===== src/rtl/write_checker_pkg.sv =====
// Shared types and helpers for the store monitor: FSM states, fail reason codes,
// and the index-width rule used by every file that sizes a table index.
package write_checker_pkg;

   typedef enum logic [1:0] {
      IDLE = 2'd0,
      RUN  = 2'd1,
      PASS = 2'd2,
      FAIL = 2'd3
   } state_t;

   typedef enum logic [1:0] {
      FC_NONE     = 2'd0,
      FC_TIMEOUT  = 2'd1,
      FC_MISMATCH = 2'd2,
      FC_ORDER    = 2'd3
   } fail_code_t;

   // A one-entry table still needs a 1-bit index.
   function automatic int idx_width(input int depth);
      return (depth > 1) ? $clog2(depth) : 1;
   endfunction

endpackage


===== src/rtl/write_checker_exp_table.sv =====
// Expectation table: DEPTH address/data/matched entries with per-entry compare
// against the snooped store; entries at or beyond num do not participate.
module write_checker_exp_table
   import write_checker_pkg::*;
#(
   parameter int N     = 16,
   parameter int A     = 16,
   parameter int DEPTH = 4,
   parameter int IW    = 2
) (
   input  logic             clk,
   input  logic             reset,
   input  logic             we,
   input  logic [IW-1:0]    widx,
   input  logic [A-1:0]     waddr,
   input  logic [N-1:0]     wdata,
   input  logic             clr_matched,
   input  logic             set_matched,
   input  logic [IW-1:0]    set_idx,
   input  logic [IW:0]      num,
   input  logic [A-1:0]     snoop_addr,
   input  logic [N-1:0]     snoop_data,
   output logic [DEPTH-1:0] addr_hit,
   output logic [DEPTH-1:0] full_hit,
   output logic [DEPTH-1:0] matched
);
   logic [A-1:0]     addr_reg [DEPTH];
   logic [N-1:0]     data_reg [DEPTH];
   logic [DEPTH-1:0] matched_reg;

   always_ff @(posedge clk or posedge reset) begin
      if (reset) begin
         for (int i = 0; i < DEPTH; i++) begin
            addr_reg[i] <= '0;
            data_reg[i] <= '0;
         end
         matched_reg <= '0;
      end else begin
         if (we) begin
            addr_reg[widx] <= waddr;
            data_reg[widx] <= wdata;
         end
         if (clr_matched) begin
            matched_reg <= '0;
         end else if (set_matched) begin
            matched_reg[set_idx] <= 1'b1;
         end
      end
   end

   for (genvar gi = 0; gi < DEPTH; gi++) begin : g_cmp
      logic valid;
      assign valid        = ((IW+1)'(gi) < num);
      assign addr_hit[gi] = valid && (addr_reg[gi] == snoop_addr);
      assign full_hit[gi] = addr_hit[gi] && (data_reg[gi] == snoop_data);
   end

   assign matched = matched_reg;

endmodule


===== config.mk =====
export PLATFORM = sky130hd
export DESIGN_NAME = write_checker_exp_table
export DESIGN_NICKNAME = d
export VERILOG_FILES = /design/src/rtl/write_checker_pkg.sv /design/src/rtl/write_checker_exp_table.sv
export SDC_FILE = /design/constraint.sdc
export NUM_CORES = 1
export LEC_CHECK = 0
export ABC_AREA = 0
export CAP_MARGIN = 20
export CORE_UTILIZATION = 57
export CTS_BUF_LIST = sky130_fd_sc_hd__clkbuf_8
export DETAILED_ROUTE_END_ITERATION = 6
export PLACE_DENSITY = 0.87
export SYNTH_ARGS = -nofsm -noshare
export SYNTH_HDL_FRONTEND = slang
export SYNTH_SLANG_ARGS = --single-unit

===== constraint.sdc =====
create_clock -name clk -period 5.35 [get_ports clk]
set_input_delay 0.8025 -clock clk [delete_from_list [all_inputs] [get_ports clk]]
set_output_delay 0.8025 -clock clk [all_outputs]
set_load 0.01 [all_outputs]

After elaboration in Yosys (flattened, before gate mapping)

Cells that the tools add are included.

Output and inout bits: 12
Word-level logic and storage cells: 46
Register bits after elaboration: 132

Equality and inequality tests: 8
Magnitude comparators: 8
Reductions and logical operators: 11
Bitwise logic cells: 2
Multiplexer cells: 8

Operators with widths:

| kind                                                              | count |
|---|---|
| bitwise mux 64 bit                                                | 2 |
| equality test 16 bit                                              | 8 |
| demux 16 bit (select 2 bit)                                       | 1 |
| two-way mux 16 bit                                                | 1 |
| logical AND 1 bit                                                 | 10 |
| two-way mux 4 bit                                                 | 2 |
| less-than comparator 1 x 3 -> 1 bit, first input constant         | 2 |
| less-than comparator 2 x 3 -> 1 bit, first input constant         | 2 |
| OR 4 bit                                                          | 1 |
| greater-or-equal comparator 3 bit, second input constant          | 1 |
| less-than comparator 2 x 3 -> 1 bit, second input constant        | 1 |
| less-than comparator 3 x 1 -> 1 bit, second input constant        | 1 |
| NOT 2 -> 3 bit                                                    | 1 |
| demux 1 bit (select 2 bit)                                        | 1 |
| greater-or-equal comparator 2 x 1 -> 1 bit, second input constant | 1 |
| nonzero test 2 bit                                                | 1 |
| two-way mux 1 bit                                                 | 1 |

Longest topological paths before layout

Gate-level depths: netlist (run 1).

Word-level depth: 7
Mapped depth: 4

Worst setup path after synthesis (run 1)

No wires, ideal clock.

Path kind: in2out
Start point: input snoop_addr[8]
End point: output full_hit[1]
Buffers on the path: 0
Path slack: 2.815 ns
Stages on the path: 4
Data arrival time: 1.732 ns
Cell sequence: xor2_1 -> nor4_1 -> nand4_1 -> nor4_2

Word-level cells in the longest chain between the ends: 3

Ends and longest elaborated chain:

| item                 | line                          | RTL |
|---|---|---|
| start: declaration   | write_checker_exp_table.sv:21 | `input logic [A-1:0] snoop_addr,` |
| equality test 16 bit | write_checker_exp_table.sv:54 | `assign addr_hit[gi] = valid && (addr_reg[gi] == snoop_addr);` |
| logical AND 1 bit    | write_checker_exp_table.sv:54 |  |
| logical AND 1 bit    | write_checker_exp_table.sv:55 | `assign full_hit[gi] = addr_hit[gi] && (data_reg[gi] == snoop_data);` |
| end: declaration     | write_checker_exp_table.sv:24 | `output logic [DEPTH-1:0] full_hit,` |

Every way passes these cells.

Worst setup path in the final report (run 1)

Start point: input snoop_data[4]
End point: output full_hit[0]

Word-level cells in the longest chain between the ends: 2

Ends and longest elaborated chain:

| item                 | line                          | RTL |
|---|---|---|
| start: declaration   | write_checker_exp_table.sv:22 | `input logic [N-1:0] snoop_data,` |
| equality test 16 bit | write_checker_exp_table.sv:55 |  |
| logical AND 1 bit    | write_checker_exp_table.sv:55 |  |

Every way passes these cells.

==> results.md, run 1 <==
* N_diodes at 0
* Gates resized, CTS repair at 0
* Mean Syn Cell Area at 13.6 um2
* Number of buffers added for setup after CTS at 0
* Final worst-path cycle share at between 70% and 80%
* Rows at 38
* Final #Nets at between 600 and 700
* CTS tree: built
* Post-Synthesis Cells at between 400 and 500
* Min-delay worst type: register to register
* Full die area at between 0.01 and 0.015 mm2
* Longest Clk Path Bufs at 2
* Wirelength, routed at 14500 um
* Worst vdd rail ir drop at 0.210 mV
* Layout Skew at 0 ns
* Tmin final at 4.10 ns
* Total CTS buffers at 17
* Final setup violation count at 0
* Inst Count DP at slightly below 700
* Starting DRC count in detailed routing at ~150
* Worst Tran Pin Value at about 0.70 ns
* Pre-CTS setup slack at approximately 1.3 ns
* Max cap viols at 0
* Adder-cell share of the synthesized area at 0%
* Crit Path Class: primary input to primary output
* CTS H-tree lvls at 4
* I/O pin total at between 80 and 90
* Most common cell after layout, fill and taps aside: dfrtp_1
* Yosys cell types at 19
* Setup TNS at 0 ns
* Initial Util at between 50% and 60%
* Critical Path RT at between 4 and 5 ns
* Compound-Gate Fraction of Synth Area at less than 1%
* Hpwl dp at 9980 um
* Die width at 108 um
* Vias in the first global route at around 4400
* Post-DP Area at between 0.007 and 0.008 mm2
* FILL cells at ~770
* Root buf cell: clkbuf_8
* Mux cell area share after synthesis at 22.7%
* Via density at 5.64
* Post-synth net total at ~540
* Status: finished clean
* YS warnings at 0
* Post-synth top area cell: dfrtp_1
* Worst hold slack at just over 0.5 ns
* Critical path arrival at about 3.3 ns
* Final hold vios at 0
* Setup crit end kind: primary output
* Layout area overhead at 23.2%
* CP max FO at 4
* Clock transition at the registers of the reported paths at ~0.070 ns
* Total grt overflow at 0
* Core ar. at between 0.01 and 0.015 mm2
* Synth top area share at 52.0%
* Sequential-to-total area share from yosys stat at 52.0%
* Fmax at between 200 and 250 MHz
* Area contributors post-synth: dfrtp_1 52%, mux2_2 23%, xor2_1 13%
* Length of the first detailed-routing pass in iterations at 4
* Port Buffers at 87
* Final Cell Area at 0.00782 mm2
* Drt wl/cell at about 20 um
* First-pass GRT wire length at approximately 23000 um
* Die height at 108 um
* Vias after detailed routing at between 4000 and 5000
* Final WS setup at 1.25 ns
* Global placer's final weighted congestion at between 0.7 and 0.8
* Startpoint types: primary input
* Slew headroom at a little over half
* Final Instance Count excl. Fillers at 721
* Area of the multi-input gates at around 0.0030 mm2
* Pleak at 0.00325 uW
* Post-CTS Hold Buffers at 0
* Worst-Skew Late Latency at around 0.44 ns
* Pin count of the biggest net entering global routing at 54
* Post-route ant nets at 0
* Layout cells sized above 1 at just under 30%
* PwrDens at between 300 and 400 mW/mm2
* Most frequent cells in the layout: 132 x dfrtp_1, 128 x mux2_2, 96 x xor2_1
* Register area at around 0.0033 mm2
* Drc violations at 0
* Post-Synth XOR/XNOR Area at around 18%
* Simple-gate portion of the synthesized area at about 6%
* Largest family of logic cells by synthesized area: multiplexers
* Total GRT Usage at 27.6%
* Clock sink count at ~130
* Yosys reg bits at roughly 130
* Initial antenna violation count at 0
* RSZ-0062 raised after global routing: no
* Max-slew violation count at 0
* Mapped Area at 0.00635 mm2
## path summary, 6_finish.rpt
| path | endpoint | depth (start not counted) | start | slack [ns] |
|---|---|---|---|---|
| max | full_hit[0] | 6 | snoop_data[4] | 1.25 |
| min | matched[2]$_DFFE_PP0P_ | 2 | matched[2]$_DFFE_PP0P_ | 0.51 |
| max reg2reg | data_reg[34]$_DFFE_PP0P_ | 1 | data_reg[34]$_DFFE_PP0P_ | 4.53 |
| min reg2reg | matched[2]$_DFFE_PP0P_ | 2 | matched[2]$_DFFE_PP0P_ | 0.51 |
| max in group asynchronous | addr_reg[16]$_DFFE_PP0P_ | 3 | reset | 3.56 |
| min in group asynchronous | matched[2]$_DFFE_PP0P_ | 2 | reset | 0.74 |
## Yosys cell counts
library cell and number:
nand3b_1 2, inv_1 3, nor3b_2 1, xnor2_1 32, and3_1 1, dfrtp_1 132
buf_2 12, a31oi_1 4, a21oi_1 1, mux2_2 128, nor3_1 3, nor4_2 1
nor4b_2 2, nor4_1 25, xor2_1 96, and4_1 1, nand4_1 13, nor2_1 9
nand3_1 2
## critical path, stage by stage
cell             delay [ns]
clkdlybuf4s50_1        0.52
xor2_1                 0.19
nor4_1                 0.56
nand4_1                0.25
nor4b_2                0.36
clkdlybuf4s50_1        0.61
## stage by stage
stage	power, uW	utilization (%)
6_report	2780	72.1
3_3_place_gp	1850	68.2
5_1_grt	2910	72.1
4_1_cts	2800	72.1
2_1_floorplan	1670	-
3_5_place_dp	1880	68.2
## layout make-up
| cell class | count | share of cell area [%] |
|---|---|---|
| inverter | 3 | 0.176 |
| timing repair buffer | 93 | 11.7 |
| clock buffer | 18 | 3.17 |
| clock inverter | 14 | 2.37 |
| tap | 140 | 2.24 |
| sequential | 132 | 42.2 |
| multi-input combinational | 321 | 38.1 |
## per-layer routing
| metal | vias to the layer above | part of all wire (%) | track usage, % |
|---|---|---|---|
| met5 | - | 0 | 0 |
| met2 | 128 | 50 | 45.1 |
| met4 | 0 | 2.4 | 10.4 |
| met1 | 2044 | 42 | 34.6 |
| met3 | 34 | 5.2 | 8.41 |
| li1 | 1859 | - | - |
## report_power, final
group,internal [uW],total [uW],switching (uW)
clock network,517,908,391
logic,315,559,244
registers,1180,1320,132
## cells by family after synthesis
| family | count (synthesis) |
|---|---|
| buffers and inverters | 15 |
| multiplexers | 128 |
| XOR/XNOR | 128 |
| AO/OA/AOI/OAI | 5 |
| AND/OR/NAND/NOR | 60 |
| flip-flops | 132 |
Note: power is estimated with default switching activity, not from simulation.
==> inputs of run 2 (changes only) <==
- CORE_UTILIZATION: 57 -> 51
- PLACE_DENSITY: 0.87 -> 0.82
- clock period: 5.35 -> 3.4 ns (I/O delays scaled with it)
==> run 2 against run 1 <==
Combinational power is 60% higher; die area is 12% higher; cell area is 1.7% higher; clock skew stayed put; sequential share of layout area is 0.72 points lower; via count is 1.5% higher; count of clock-buffer cells in the layout is 4 higher; critical path type unchanged; largest cell class unchanged; largest power group unchanged.
==> results.md, run 2 (synthesis gave the netlist of run 1 again) <==
* Clock sink count at 132 (unchanged)
* Net Switching at 1180 uW (+54%)
* Initial Util at 52.6% (-5.9 points)
* Pleak at 0.00331 uW (+1.8%)
* Part of the power in combinational logic at 20.5% (+0.4 points)
* Worst-Skew Late Latency at 0.45 ns (about the same)
* Wirelength, routed at 14500 um (+0.26%)
* Die width at 114 um (+5.6%)
* Worst vdd rail ir drop at 0.255 mV (+22%)
* Rows at 40 (+5.3%)
* FILL cells at 891 (+16%)
* First-pass GRT wire length at 23100 um (-0.24%)
* Initial antenna violation count at 0 (unchanged)
* Final Cell Area at 0.00796 mm2 (+1.7%)
* Vias after detailed routing at 4124 (+1.5%)
* Post-DP Area at 0.00750 mm2 (+1.6%)
* Tmin final at around 3.3 ns
* Family with the most delay on the worst path: buffers and inverters
* Hpwl dp at 9970 um (about the same)
* Worst Path Buf+Inv at 2 (unchanged)
* Starting DRC count in detailed routing at 192 (+32%)
* Total CTS buffers at 17 (unchanged)
* Full die area at 0.0129 mm2 (+12%)
* Most frequent cells in the layout: 132 x dfrtp_1, 128 x mux2_2, 96 x xor2_1
* PwrDens at 548 mW/mm2 (+54%)
* Pin count of the biggest net entering global routing at 133 (+150%)
* Layout Skew at 0 ns (unchanged)
* Crit Path Class: primary input to primary output
* Total Power at 4360 uW (+57%)
* N_diodes at 0 (unchanged)
* Layout area overhead at 25.3%
* Post-route ant nets at 0 (unchanged)
* Max-slew violation count at 0 (unchanged)
* Final worst-path cycle share at 98.0%
* Root buf cell: clkbuf_8
* Longest Clk Path Bufs at 2 (unchanged)
* Setup crit end kind: primary output
* Layout Utilization at 66.0% (-6.2 points)
* Clock share of power at 32.2% (-0.4 points)
* RSZ-0062 raised after global routing: no
* Total grt overflow at 0 (unchanged)
* Fmax at 300 MHz
* P_int at 3180 uW (+58%)
* Clock transition at the registers of the reported paths at 0.07 ns (about the same)
* Status: finished clean
* Sequential share of power at 47.3% (about the same)
* Max cap viols at 0 (unchanged)
* Most common cell after layout, fill and taps aside: dfrtp_1
* Drc violations at 0 (unchanged)
* Layout cells sized above 1 at 30.7% (+1.5 points)
* CTS tree: built
* Total GRT Usage at 24.6% (-3.0 points)
* CTS H-tree lvls at 4 (unchanged)
* I/O pin total at 88 (unchanged)
* Setup TNS at 0 ns (unchanged)
* Area of the multi-input gates at 0.00300 mm2 (+0.63%)
* Slew headroom at 52.2% (-0.51 points)
* Worst Tran Pin Value at 0.716 ns (+0.0142 ns)
* CP max FO at 4 (unchanged)
* Worst-path cell chain: clkdlybuf4s50_1 > xor2_1 > nor4_1 > nand4_1 > nor4_1 > clkdlybuf4s50_1
* Final hold vios at 0 (unchanged)
* Vias in the first global route at 4435 (+0.52%)
* Critical Path RT at 2.89 ns (-1.66 ns)
* Min-delay worst type: register to register
* Switching part of the total at 27.1% (-0.45 points)
* Core ar. at 0.0121 mm2 (+11%)
* Post-CTS Hold Buffers at 0 (unchanged)
* Startpoint types: primary input
* Final setup violation count at 0 (unchanged)
* Global placer's final weighted congestion at 0.858 (+8.3%)
* Via density at 5.45 (-3.4%)
* Length of the first detailed-routing pass in iterations at 5 (+1)
* Drt wl/cell at 19.2 um (-4.5%)
* Number of buffers added for setup after CTS at 0 (unchanged)
* Die height at 114 um (+5.6%)
* Final #Nets at 653 (+1.4%)
* Critical path arrival at 2.82 ns (-0.48 ns)
* Register area at 0.00330 mm2 (unchanged)
* Slowest CP cell: clkdlybuf4s50_1
* CP peak stage delay at 0.62 ns (about the same)
* Port Buffers at 87 (unchanged)
==> run 2: metrics by stage <==
step	worst slack, ns	cells	hold slack, ns
6_report	0.0696	757	0.513
5_1_grt	0.00156	757	0.534
4_1_cts	0.0650	757	0.518
3_5_place_dp	0.0661	726	0.509
3_3_place_gp	0.0712	726	0.485
2_1_floorplan	1.25	468	0.499
==> run 2: routing by layer <==
| layer | routed length, um | part of all wire [%] | vias up | global-route usage (%) |
|---|---|---|---|---|
| li1 | - | - | 1878 | - |
| met1 | 6140 | 42 | 2085 | 29.6 |
| met2 | 7140 | 49 | 124 | 41.2 |
| met3 | 733 | 5.1 | 37 | 5.53 |
| met4 | 498 | 3.4 | 0 | 13.3 |
| met5 | 0 | 0 | - | 0 |
==> run 2: power groups by stage <==
stage | sequential (uW) | clock, uW | combinational [uW]
after floorplan | 2040 | 0 | 590
after global placement | 2070 | 0 | 858
after detailed placement | 2090 | 0 | 886
after CTS | 2060 | 1440 | 897
after global routing | 2100 | 1500 | 975
final | 2060 | 1410 | 894
==> run 2: cell type report <==
| class | instances | share of cell area, % |
|---|---|---|
| Sequential cell | 132 | 41.5 |
| Clock buffer | 22 | 3.81 |
| Multi-Input combinational cell | 321 | 37.7 |
| Timing Repair Buffer | 102 | 12.6 |
| Clock inverter | 9 | 1.59 |
| Inverter | 3 | 0.189 |
| Tap cell | 168 | 2.64 |
==> run 2: final timing paths <==
kind	startpoint	to	slack (ns)	cells after the start
hold reg to reg	matched[3]$_DFFE_PP0P_	matched[3]$_DFFE_PP0P_	0.51	2
hold / removal	matched[3]$_DFFE_PP0P_	matched[3]$_DFFE_PP0P_	0.51	2
min in group asynchronous	reset	matched[0]$_DFFE_PP0P_	0.59	3
setup reg to reg	addr_reg[47]$_DFFE_PP0P_	addr_reg[47]$_DFFE_PP0P_	2.59	1
max in group asynchronous	reset	data_reg[28]$_DFFE_PP0P_	2.26	3
setup / recovery	snoop_addr[3]	addr_hit[0]	0.07	6
==> run 2: timing repair <==
action | in CTS | in global routing
endpoints found under the hold margin | 0 | 0
setup endpoints to repair | 1 | 3
gates resized for setup | 1 | 4
pin swaps | 0 | 3
==> inputs of run 3 (changes only) <==
- HOLD_SLACK_MARGIN: not set -> 0.08
- clock period: 3.4 -> 3 ns (I/O delays scaled with it)
==> run 3 against run 2 <==
Die area unchanged; count of clock-buffer cells in the layout fell by 4; global-route usage is 0.094 points higher; hold slack got worse by 0.0059 ns; clock skew unchanged; final cell count rose by 3.4%; sequential cell count unchanged; clock power increased by 21%; via count is 0.90% higher; first-iteration DRC count rose by 20%; total power rose by 17%; largest power group unchanged; highest routed layer unchanged.
==> results.md, run 3 (synthesis gave the netlist of run 1 again) <==
* Status: finished clean
* Most frequent cells in the layout: 132 x dfrtp_1, 128 x mux2_2, 96 x xor2_1
* Initial antenna violation count at 0 (unchanged)
* Die height at 114 um (unchanged)
* Startpoint types: primary input
* Setup crit end kind: primary output
* Crit Path Class: primary input to primary output
* Crit path capture: full_hit[1]
* Layout cells sized above 1 at 34.8% (+4.1 points)
* Layout area overhead at 29.5%
* Drc violations at 0 (unchanged)
* CTS H-tree lvls at 4 (unchanged)
* Worst reg-to-reg setup slack at 2.21 ns (-0.38 ns)
* RR Endpoint: addr_reg[34]$_DFFE_PP0P_
* Initial Util at 52.6% (unchanged)
* Tmin final at about 2.9 ns
* Core ar. at 0.0121 mm2 (unchanged)
* Hpwl dp at 10200 um (+2.7%)
* Vias in the first global route at 4574 (+3.1%)
* Register area at 0.00330 mm2 (unchanged)
* Met2 WL at 7400 um (+3.7%)
* Area of the multi-input gates at 0.00305 mm2 (+1.7%)
* N_diodes at 0 (unchanged)
* Final Instance Count excl. Fillers at 783 (+3.4%)
* Most common cell after layout, fill and taps aside: dfrtp_1
* Global placer's final weighted congestion at 0.916 (+6.8%)
* Die width at 114 um (unchanged)
* Final setup violation count at 0 (unchanged)
* Max cap viols at 0 (unchanged)
* Worst Tran Pin Value at 0.689 ns (-0.0270 ns)
* I/O pin total at 88 (unchanged)
* PwrDens at 620 mW/mm2 (+13%)
* Critical path arrival at 2.42 ns (-0.40 ns)
* Total CTS buffers at 17 (unchanged)
* CP max FO at 3 (-1)
* Total grt overflow at 0 (unchanged)
* Final WS setup at 0.135 ns (+0.0652 ns)
* Pleak at 0.00358 uW (+8.0%)
* Final #Nets at 678 (+3.8%)
* CTS tree: built
* Starting DRC count in detailed routing at 230 (+20%)
* Vias after detailed routing at 4161 (+0.90%)
* First-pass GRT wire length at 23300 um (+1.0%)
* Pin count of the biggest net entering global routing at 133 (unchanged)
* Clock sink count at 132 (unchanged)
* Wirelength, routed at 14700 um (+1.0%)
* FILL cells at 878 (-1.5%)
* Total GRT Usage at 24.7% (+0.094 points)
* Slew headroom at 54.0% (+1.8 points)
* Longest Clk Path Bufs at 2 (unchanged)
* Clock transition at the registers of the reported paths at 0.07 ns (about the same)
* Post-route ant nets at 0 (unchanged)
* Length of the first detailed-routing pass in iterations at 4 (-1)
* Final worst-path cycle share at roughly 96%
* Met3 WL post-DR at 685 um (-6.5%)
* Port Buffers at 87 (unchanged)
* R2R cell count at 1 (unchanged)
* Via density at 5.31 (-2.5%)
* FF-to-FF Start: addr_reg[34]$_DFFE_PP0P_
* Routed met1 length at 6230 um (+1.5%)
* Number of buffers added for setup after CTS at 0 (unchanged)
* RSZ-0062 raised after global routing: no
* Full die area at 0.0129 mm2 (unchanged)
* Inst Count DP at 751 (+3.4%)
* Final hold vios at 0 (unchanged)
* Layout Skew at 0 ns (unchanged)
* Fmax at around 350 MHz
* Worst vdd rail ir drop at 0.369 mV (+45%)
* Worst-Skew Late Latency at 0.44 ns (about the same)
* Max-slew violation count at 0 (unchanged)
* Top routing layer in use: met4
* Root buf cell: clkbuf_8
* Drt wl/cell at 18.7 um (-2.4%)
* Crit path from: snoop_data[10]
* Rows at 40 (unchanged)
* Min-delay worst type: register to register
* Critical Path RT at 2.55 ns (-0.34 ns)
* Pre-CTS setup slack at -0.207 ns (-0.273 ns)
## run 3: cell count changes in the layout (fill, tap and decap cells not counted), sizes merged, moves of 2 or more
cell / delta
clkbuf: -4
dlymetal6s2s: +6
clkdlybuf4s50: -20
bufinv: +2
dlygate4sd2: +14
inv: +2
buf: +25
## run 3: critical path, stage by stage
cell	delay [ns]
clkdlybuf4s50_1	0.47
buf_4	0.18
xor2_1	0.14
nor4_1	0.31
nand4_1	0.28
nor4_2	0.37
dlymetal6s2s_1	0.20
## run 3: worst min-delay path by stage
| stage | startpoint | end | slack (ns) | cells after the start |
|---|---|---|---|---|
| floorplan | addr_reg[29]$_DFFE_PP0P_ | addr_reg[29]$_DFFE_PP0P_ | 0.50 | 1 |
| global placement | matched[2]$_DFFE_PP0P_ | matched[2]$_DFFE_PP0P_ | 0.48 | 2 |
| detailed placement | matched[2]$_DFFE_PP0P_ | matched[2]$_DFFE_PP0P_ | 0.49 | 2 |
| CTS | matched[2]$_DFFE_PP0P_ | matched[2]$_DFFE_PP0P_ | 0.51 | 2 |
| global route | matched[1]$_DFFE_PP0P_ | matched[1]$_DFFE_PP0P_ | 0.53 | 2 |
| finish | matched[2]$_DFFE_PP0P_ | matched[2]$_DFFE_PP0P_ | 0.51 | 2 |
## run 3: through the flow
step	utilization (%)	setup TNS, ns	total power [uW]	area (um2)	hold slack, ns
final	68.2	0	5090	8220	0.508
after global routing	68.2	0	5340	8220	0.535
after CTS	67.8	-0.114	5140	8180	0.507
after detailed placement	63.8	-0.948	3410	7690	0.486
after global placement	63.8	-0.827	3350	7690	0.481
after floorplan	-	0	2980	6350	0.499
## run 3: power breakdown
part / leakage [uW] / switching, uW / internal [uW]
clock: 0.000224 / 699 / 1010
sequential: 0.00157 / 228 / 2110
combinational: 0.00178 / 454 / 596
## run 3: final cells by class
class / count / share of cell area, %
inverters: 3 / 0.183
clock inverters: 14 / 2.56
well taps: 168 / 2.56
multi-input cells: 321 / 37.1
repair buffers: 127 / 14.4
clock buffers: 18 / 3.01
flip-flops and latches: 132 / 40.2
## run 3: what timing repair did
item,CTS,global route
pin swaps,4,8
hold buffers,0,0
resized for setup,21,12
endpoints found under the setup margin,8,5
gates cloned,0,0
## run 3: metal layers
metal / vias to the layer above / track usage (%)
li1: 1920 / -
met1: 2101 / 30.0
met2: 115 / 42.2
met3: 25 / 5.26
met4: 0 / 11.3
met5: - / 0
